### config.mk
export PLATFORM = sky130hd
export DESIGN_NAME = regfile_mp_flat
export DESIGN_NICKNAME = d
export VERILOG_FILES = /design/src/rtl/regfile_mp_if.sv /design/src/rtl/regfile_mp.sv /design/src/flat_wrapper.sv
export SDC_FILE = /design/constraint.sdc
export NUM_CORES = 2
export LEC_CHECK = 0
export BUFFER_PORTS_ARGS = -buffer_cell sky130_fd_sc_hd__buf_2
export CAP_MARGIN = 20
export CORE_UTILIZATION = 30
export CTS_BUF_LIST = sky130_fd_sc_hd__clkbuf_8
export DETAILED_ROUTE_END_ITERATION = 6
export GPL_ROUTABILITY_DRIVEN = 0
export PLACE_DENSITY_LB_ADDON = 0.3
export SYNTH_ARGS = -nofsm -noshare
export SYNTH_HDL_FRONTEND = slang
export SYNTH_SLANG_ARGS = --single-unit
### constraint.sdc
create_clock -name clk -period 7.2 [get_ports clk]
set_input_delay 0.36 -clock clk [delete_from_list [all_inputs] [get_ports clk]]
set_output_delay 0.36 -clock clk [all_outputs]
set_load 0.02 [all_outputs]
### src/rtl/regfile_mp_if.sv
// -----------------------------------------------------------------------------
// regfile_mp_if
// Bundles the register file's read, write and issue signals.
//
//   master : issue/writeback side. Drives addresses, write data and issue
//            requests. Receives read data, busy flags and any_pending.
//   slave  : the register file itself.
//
// Signals (AW = $clog2(NREGS)):
//   rs          NRD*AW    read addresses, port j = [j*AW +: AW]
//   rd          NRD*XLEN  read data,     port j = [j*XLEN +: XLEN]
//   busy        NRD       register rs[j] has an outstanding write
//   we          NWR       write enables
//   waddr       NWR*AW    write addresses
//   wd          NWR*XLEN  write data
//   issue_valid 1         mark issue_rd pending
//   issue_rd    AW        destination register being issued
//   any_pending 1         OR of all pending bits
// -----------------------------------------------------------------------------
interface regfile_mp_if #(
    parameter int XLEN  = 32,
    parameter int NREGS = 32,
    parameter int NRD   = 2,
    parameter int NWR   = 2
);
    localparam int AW = $clog2(NREGS);

    logic [NRD*AW-1:0]   rs;
    logic [NRD*XLEN-1:0] rd;
    logic [NRD-1:0]      busy;
    logic [NWR-1:0]      we;
    logic [NWR*AW-1:0]   waddr;
    logic [NWR*XLEN-1:0] wd;
    logic                issue_valid;
    logic [AW-1:0]       issue_rd;
    logic                any_pending;

    modport master (
        output rs, we, waddr, wd, issue_valid, issue_rd,
        input  rd, busy, any_pending
    );

    modport slave (
        input  rs, we, waddr, wd, issue_valid, issue_rd,
        output rd, busy, any_pending
    );
endinterface

### src/rtl/regfile_mp.sv
// -----------------------------------------------------------------------------
// regfile_mp
// Parametrised multi-port register file with a per-register pending
// scoreboard for issue hazard tracking.
//
// Ports:
//   clk    rising-edge clock for all state
//   reset  synchronous, active-high; clears registers and pending bits
//   bus    regfile_mp_if.slave (read ports, write ports, issue port, status)
//
// Parameters:
//   XLEN      data width
//   NREGS     register count (power of two, >= 2)
//   NRD/NWR   read / write port counts
//   ZERO_REG  1: register 0 reads 0 and ignores writes and issues
//   BYPASS    1: same-cycle writes are forwarded to matching read ports
//
// Priority rules: among colliding write ports the highest index wins, for
// both storage and bypass. An issue beats a write-clear on the same register
// because the issue belongs to a newer producer.
// -----------------------------------------------------------------------------
module regfile_mp #(
    parameter int XLEN     = 32,
    parameter int NREGS    = 32,
    parameter int NRD      = 2,
    parameter int NWR      = 2,
    parameter bit ZERO_REG = 1'b1,
    parameter bit BYPASS   = 1'b1
) (
    input logic         clk,
    input logic         reset,
    regfile_mp_if.slave bus
);
    localparam int AW = $clog2(NREGS);

    logic [XLEN-1:0] regs [NREGS];
    logic [NREGS-1:0] pending;

    // Unpacked views of the flat port vectors.
    logic [AW-1:0]   waddr_a [NWR];
    logic [XLEN-1:0] wd_a    [NWR];
    logic [AW-1:0]   rs_a    [NRD];
    logic [NWR-1:0]  wr_ok;      // write enabled and not dropped by ZERO_REG
    logic            issue_ok;

    logic [NRD*XLEN-1:0] rd_v;
    logic [NRD-1:0]      busy_v;

    always_comb begin
        // NOTE: every variable assigned in always_comb gets a default first,
        // so no path leaves it unassigned and no latch is inferred.
        wr_ok    = '0;
        issue_ok = bus.issue_valid && !(ZERO_REG && (bus.issue_rd == '0));
        for (int i = 0; i < NWR; i++) begin
            waddr_a[i] = bus.waddr[i*AW +: AW];
            wd_a[i]    = bus.wd[i*XLEN +: XLEN];
            wr_ok[i]   = bus.we[i] && !(ZERO_REG && (waddr_a[i] == '0));
        end
        for (int j = 0; j < NRD; j++) begin
            rs_a[j] = bus.rs[j*AW +: AW];
        end
    end

    // State update. Ports are visited in ascending order, so a later (higher
    // index) write to the same address overrides an earlier one, and the
    // issue set placed after the write loop overrides any clear.
    always_ff @(posedge clk) begin
        if (reset) begin
            // NOTE: the register array is reset explicitly because its
            // contents must be zero after reset; this keeps it as flops
            // rather than a RAM macro, which is intended at this size.
            for (int k = 0; k < NREGS; k++) begin
                regs[k] <= '0;
            end
            pending <= '0;
        end else begin
            for (int i = 0; i < NWR; i++) begin
                if (wr_ok[i]) begin
                    // NOTE: sequential state uses non-blocking assignments so
                    // every read in this block sees pre-edge values.
                    regs[waddr_a[i]]    <= wd_a[i];
                    pending[waddr_a[i]] <= 1'b0;
                end
            end
            if (issue_ok) begin
                pending[bus.issue_rd] <= 1'b1;
            end
        end
    end

    // Combinational read with optional bypass; the zero-register override is
    // applied last so it beats any bypass hit.
    always_comb begin
        rd_v   = '0;
        busy_v = '0;
        for (int j = 0; j < NRD; j++) begin
            rd_v[j*XLEN +: XLEN] = regs[rs_a[j]];
            busy_v[j]            = pending[rs_a[j]];
            if (BYPASS) begin
                for (int i = 0; i < NWR; i++) begin
                    if (wr_ok[i] && (waddr_a[i] == rs_a[j])) begin
                        rd_v[j*XLEN +: XLEN] = wd_a[i];
                        busy_v[j]            = 1'b0;
                    end
                end
            end
            if (ZERO_REG && (rs_a[j] == '0)) begin
                rd_v[j*XLEN +: XLEN] = '0;
                busy_v[j]            = 1'b0;
            end
        end
    end

    assign bus.rd          = rd_v;
    assign bus.busy        = busy_v;
    assign bus.any_pending = |pending;

endmodule
### src/flat_wrapper.sv
// flat-port wrapper written by rule: the top's interface ports become plain ports
module regfile_mp_flat 
#(
    parameter int XLEN     = 32,
    parameter int NREGS    = 32,
    parameter int NRD      = 2,
    parameter int NWR      = 2,
    parameter bit ZERO_REG = 1'b1,
    parameter bit BYPASS   = 1'b1
)
  (clk, reset, bus_rs, bus_we, bus_waddr, bus_wd, bus_issue_valid, bus_issue_rd, bus_rd, bus_busy, bus_any_pending);
  regfile_mp_if #(.XLEN(XLEN), .NREGS(NREGS), .NRD(NRD), .NWR(NWR)) bus_i ();
  input logic clk;
  input logic reset;
  input wire logic [$bits(bus_i.rs)-1:0] bus_rs;
  input wire logic [$bits(bus_i.we)-1:0] bus_we;
  input wire logic [$bits(bus_i.waddr)-1:0] bus_waddr;
  input wire logic [$bits(bus_i.wd)-1:0] bus_wd;
  input wire logic [$bits(bus_i.issue_valid)-1:0] bus_issue_valid;
  input wire logic [$bits(bus_i.issue_rd)-1:0] bus_issue_rd;
  output wire logic [$bits(bus_i.rd)-1:0] bus_rd;
  output wire logic [$bits(bus_i.busy)-1:0] bus_busy;
  output wire logic [$bits(bus_i.any_pending)-1:0] bus_any_pending;
  assign bus_i.rs = bus_rs;
  assign bus_i.we = bus_we;
  assign bus_i.waddr = bus_waddr;
  assign bus_i.wd = bus_wd;
  assign bus_i.issue_valid = bus_issue_valid;
  assign bus_i.issue_rd = bus_issue_rd;
  assign bus_rd = bus_i.rd;
  assign bus_busy = bus_i.busy;
  assign bus_any_pending = bus_i.any_pending;
  regfile_mp #(.XLEN(XLEN), .NREGS(NREGS), .NRD(NRD), .NWR(NWR), .ZERO_REG(ZERO_REG), .BYPASS(BYPASS)) u_core (.clk(clk), .reset(reset), .bus(bus_i));
endmodule
==> impl_summary.log <==
[metrics] height of the chip: 455 µm
[metrics] type of element capturing the critical path: output port
[metrics] area of the mapped netlist: around 0.06 mm²
[metrics] clock network fraction of design power: 35.8%
[metrics] Post CTS Setup Buffer Count: 0
[metrics] via count of the first global-routing pass: 46400
[metrics] yosys synthesis warning count: 0
[metrics] floorplan die area: 0.207 mm²
[metrics] CTS tree: built
[metrics] final setup skew: 0 ns
[metrics] Main synth FF type: edfxtp_1
[metrics] clock slew at reported path FFs: 0.05 ns
[metrics] insertion delay to the later sink of the worst-skew pair: 0.94 ns
[metrics] worst reg2reg startpoint: u_core.pending[15]
[metrics] Hold Buf Count CTS: 13
[metrics] total setup violations reported at the end of the flow: 0
[metrics] aggregate global-route resource usage: 25.3%
[metrics] Layout fillers: about 20000
[metrics] area of the core region: 0.203 mm²
[metrics] width of the die: 455 µm
[metrics] fin. max-slew vios: 0
[metrics] Post-CTS Resized: 0
[metrics] sequential cell area: between 0.03 and 0.04 mm²
[metrics] largest voltage drop on the vdd net: 0.000134 V
[metrics] worst-case register-to-register setup slack: 6.00 ns
[metrics] row count: 165
[metrics] Layout Utilization: 33.5%
[metrics] share of synthesized flip-flops with an asynchronous set or reset: 0%
[metrics] power density cells: about 220 mW/mm²
[metrics] number of sinks handled by clock tree synthesis: between 1000 and 1500
[metrics] number of cells on the worst reg-to-reg path: 3
[metrics] I/O pin cnt: 161
[metrics] area grow syn2layout: 10.7%
[metrics] Max-Cap Viols: 0
[metrics] endpoint of the worst register-to-register path: u_core.pending[15]
[metrics] element type at the critical path start: input port
[metrics] average via count per standard cell: roughly 6.5
[metrics] post-synthesis instance total: ~4500
[metrics] proportion of layout cells with a drive suffix above 1: 24.0%
[metrics] average cell area after synthesis: 13.7 µm²
[metrics] power dissipated by switching net loads: 4320 µW
[metrics] setup repair after global routing missed its margin: no
[metrics] cells taking the most area after synthesis: edfxtp_1 (50%), mux4_2 (15%), a22o_1 (15%), mux2i_1 (5.2%), clkbuf_1 (2.6%)
[metrics] Worst Path Required: approximately 6.8 ns
[metrics] type of the most critical hold path: in2reg
[metrics] TritonCTS Buffers: 186
[metrics] number of instances on the worst hold path: 3
[metrics] share of the clock period used by the worst path after layout: between 60% and 70%
[metrics] Setup CP Type: in2out
[metrics] DRT antenna net count: 0
[metrics] final total negative setup slack: 0 ns
[metrics] fraction of power spent switching nets: 29.2%
[metrics] DRC violation count after routing: 0
[metrics] internal power contribution: between 10000 and 15000 µW
[metrics] worst-margin pin slew: 1.06 ns
[metrics] number of detailed-route iterations in the first pass: 6
[metrics] combinational share of power: 14.8%
[metrics] Post-synth EDFFs: 1024
[metrics] Achievable Freq: between 200 and 250 MHz
[metrics] proportion of synthesized chip area in sequential cells: 51.1%
[metrics] initial standard-cell utilization of the core: 30.3%
[metrics] normalized max-slew margin: 28.9%
[metrics] Static Leakage: 0.0230 µW
[metrics] Flop pwr share: 49.5%
[metrics] largest net degree at the start of global routing: 95
[metrics] leading cell type by number of instances after synthesis: edfxtp_1
[metrics] Longest Clk Path Bufs: 3
[metrics] share of Yosys cell area claimed by the top area cell type: 50.0%
[metrics] post-layout net count: 4431
[metrics] capture endpoint of the worst hold path: u_core.regs[3][1]
[metrics] final worst path period need: ~4.4 ns
[metrics] final global-route overflow total: 0
[metrics] clock root buffer: clkbuf_8
[metrics] distinct cell type count after synthesis: 58
[metrics] total number of vias: 46900
[metrics] multi-input gate area in the final layout: 0.0276 mm²
[metrics] largest driver fanout on the critical path: 47
[metrics] final HPWL from detailed placement: 149 mm
[metrics] H-tree lvl count: 4
[metrics] count of buffers from port buffering: 160
[metrics] number of antenna violations at the first check in global routing: 23
[metrics] hold violation count in the final report: 0
[metrics] most instantiated cells after synthesis: edfxtp_1 (1024), a22o_1 (1022), clkbuf_1 (429)
[metrics] cell type contributing the most total cell area after synthesis: edfxtp_1
[metrics] DRT iter0 DRCs: 6149
[metrics] post-DR wirelength/cell: 37.4 µm
[metrics] wire length of the first global-routing pass: 367 mm
[metrics] final WL: 268 mm
[metrics] result of the run: finished, final reports clean
[metrics] critical path arrival: 4.00 ns
[metrics] startpoint of the most critical hold path: bus_wd[1]
[metrics] number of flip-flops and latches in the synthesized netlist: around 1100
-- flip-flops by register name, summed over array words and instances (netlist names) --
signal / cells
u_core.regs: 1024
u_core.pending: 32
-- stage by stage --
step	power (µW)	worst slack (ns)	instance area [µm²]	hold WS (ns)	instances
2_1_floorplan	8750	3.35	61600	0.452	4515
3_3_place_gp	9540	2.90	64500	0.480	6805
3_5_place_dp	9580	2.94	64500	0.491	6808
4_1_cts	14800	2.93	68000	0.0362	7156
5_1_grt	15200	2.73	68000	0.0947	7160
6_report	14800	2.84	68100	0.122	7166
-- layout make-up --
class	count	share of cell area, %
Sequential cell	1056	46.1
Multi-Input combinational cell	2735	40.5
Inverter	22	0.123
Timing Repair Buffer	336	3.38
Tap cell	2672	4.91
Antenna cell	10	0.0368
Clock inverter	143	1.05
Clock buffer	192	3.88
-- worst max path at each step --
stage	from	to	depth (start not counted)
after detailed placement	bus_rs[5]	bus_rd[61]	9
after floorplan	bus_waddr[4]	u_core.regs[20][0]	6
final	bus_rs[0]	bus_rd[5]	9
after global placement	bus_rs[5]	bus_rd[61]	9
after CTS	bus_rs[5]	bus_rd[61]	9
after global routing	bus_rs[0]	bus_rd[5]	9
-- cells in the final DEF (no fill, tap or decap), types with 13 or more instances in the layout --
| master | instances |
|---|---|
| clkinv_2 | 24 |
| clkinv_1 | 56 |
| o21ai_0 | 79 |
| nand3_1 | 45 |
| a21oi_1 | 71 |
| mux4_2 | 405 |
| conb_1 | 32 |
| inv_1 | 70 |
| nand2_1 | 124 |
| o221ai_1 | 61 |
| nor3_2 | 48 |
| o22ai_1 | 61 |
| nor3_1 | 13 |
| edfxtp_1 | 1024 |
| nor2_1 | 89 |
| mux2i_1 | 319 |
| dlygate4sd3_1 | 13 |
| clkbuf_8 | 192 |
| a22oi_1 | 100 |
| buf_4 | 158 |
| or3_2 | 24 |
| buf_2 | 152 |
| dfxtp_1 | 32 |
| a22o_1 | 1022 |
| a211oi_1 | 94 |
-- worst max-delay path, stage by stage --
cell and delay [ns]:
buf_8 0.49, buf_4 0.62, buf_4 0.73, mux4_2 0.59
a211oi_1 0.41, o21ai_0 0.15, nand3_1 0.11, nand2_1 0.14
buf_2 0.20
-- power groups by stage --
| stage | registers, µW | clock network (µW) | logic [µW] |
|---|---|---|---|
| 2_1_floorplan | 7360 | 0 | 1390 |
| 3_3_place_gp | 7400 | 0 | 2140 |
| 3_5_place_dp | 7430 | 0 | 2150 |
| 4_1_cts | 7300 | 5320 | 2160 |
| 5_1_grt | 7350 | 5570 | 2260 |
| 6_report | 7310 | 5290 | 2190 |
-- metal layers --
layer,share of wire [%],track usage [%],up-vias
met1,37,31.2,24300
met5,0.028,0,-
met3,10,5.80,866
met4,6.6,15.4,12
li1,-,-,18300
met2,46,40.2,3324
-- cells by family (layout without fill, tap and decap cells) --
kind of cell | Yosys count | after routing | share of synthesized area, %
AOI/OAI and AO/OA | 1512 | 1512 | 20.0
xor gates and xnor gates | 20 | 20 | 0.285
buffers and inverters | 724 | 693 | 5.06
DFF | 1056 | 1056 | 51.1
muxes | 727 | 727 | 20.1
other | 1 | 42 | 0.00610
and+or+nand+nor | 444 | 444 | 3.54
Note: power is estimated with default switching activity, not from simulation.
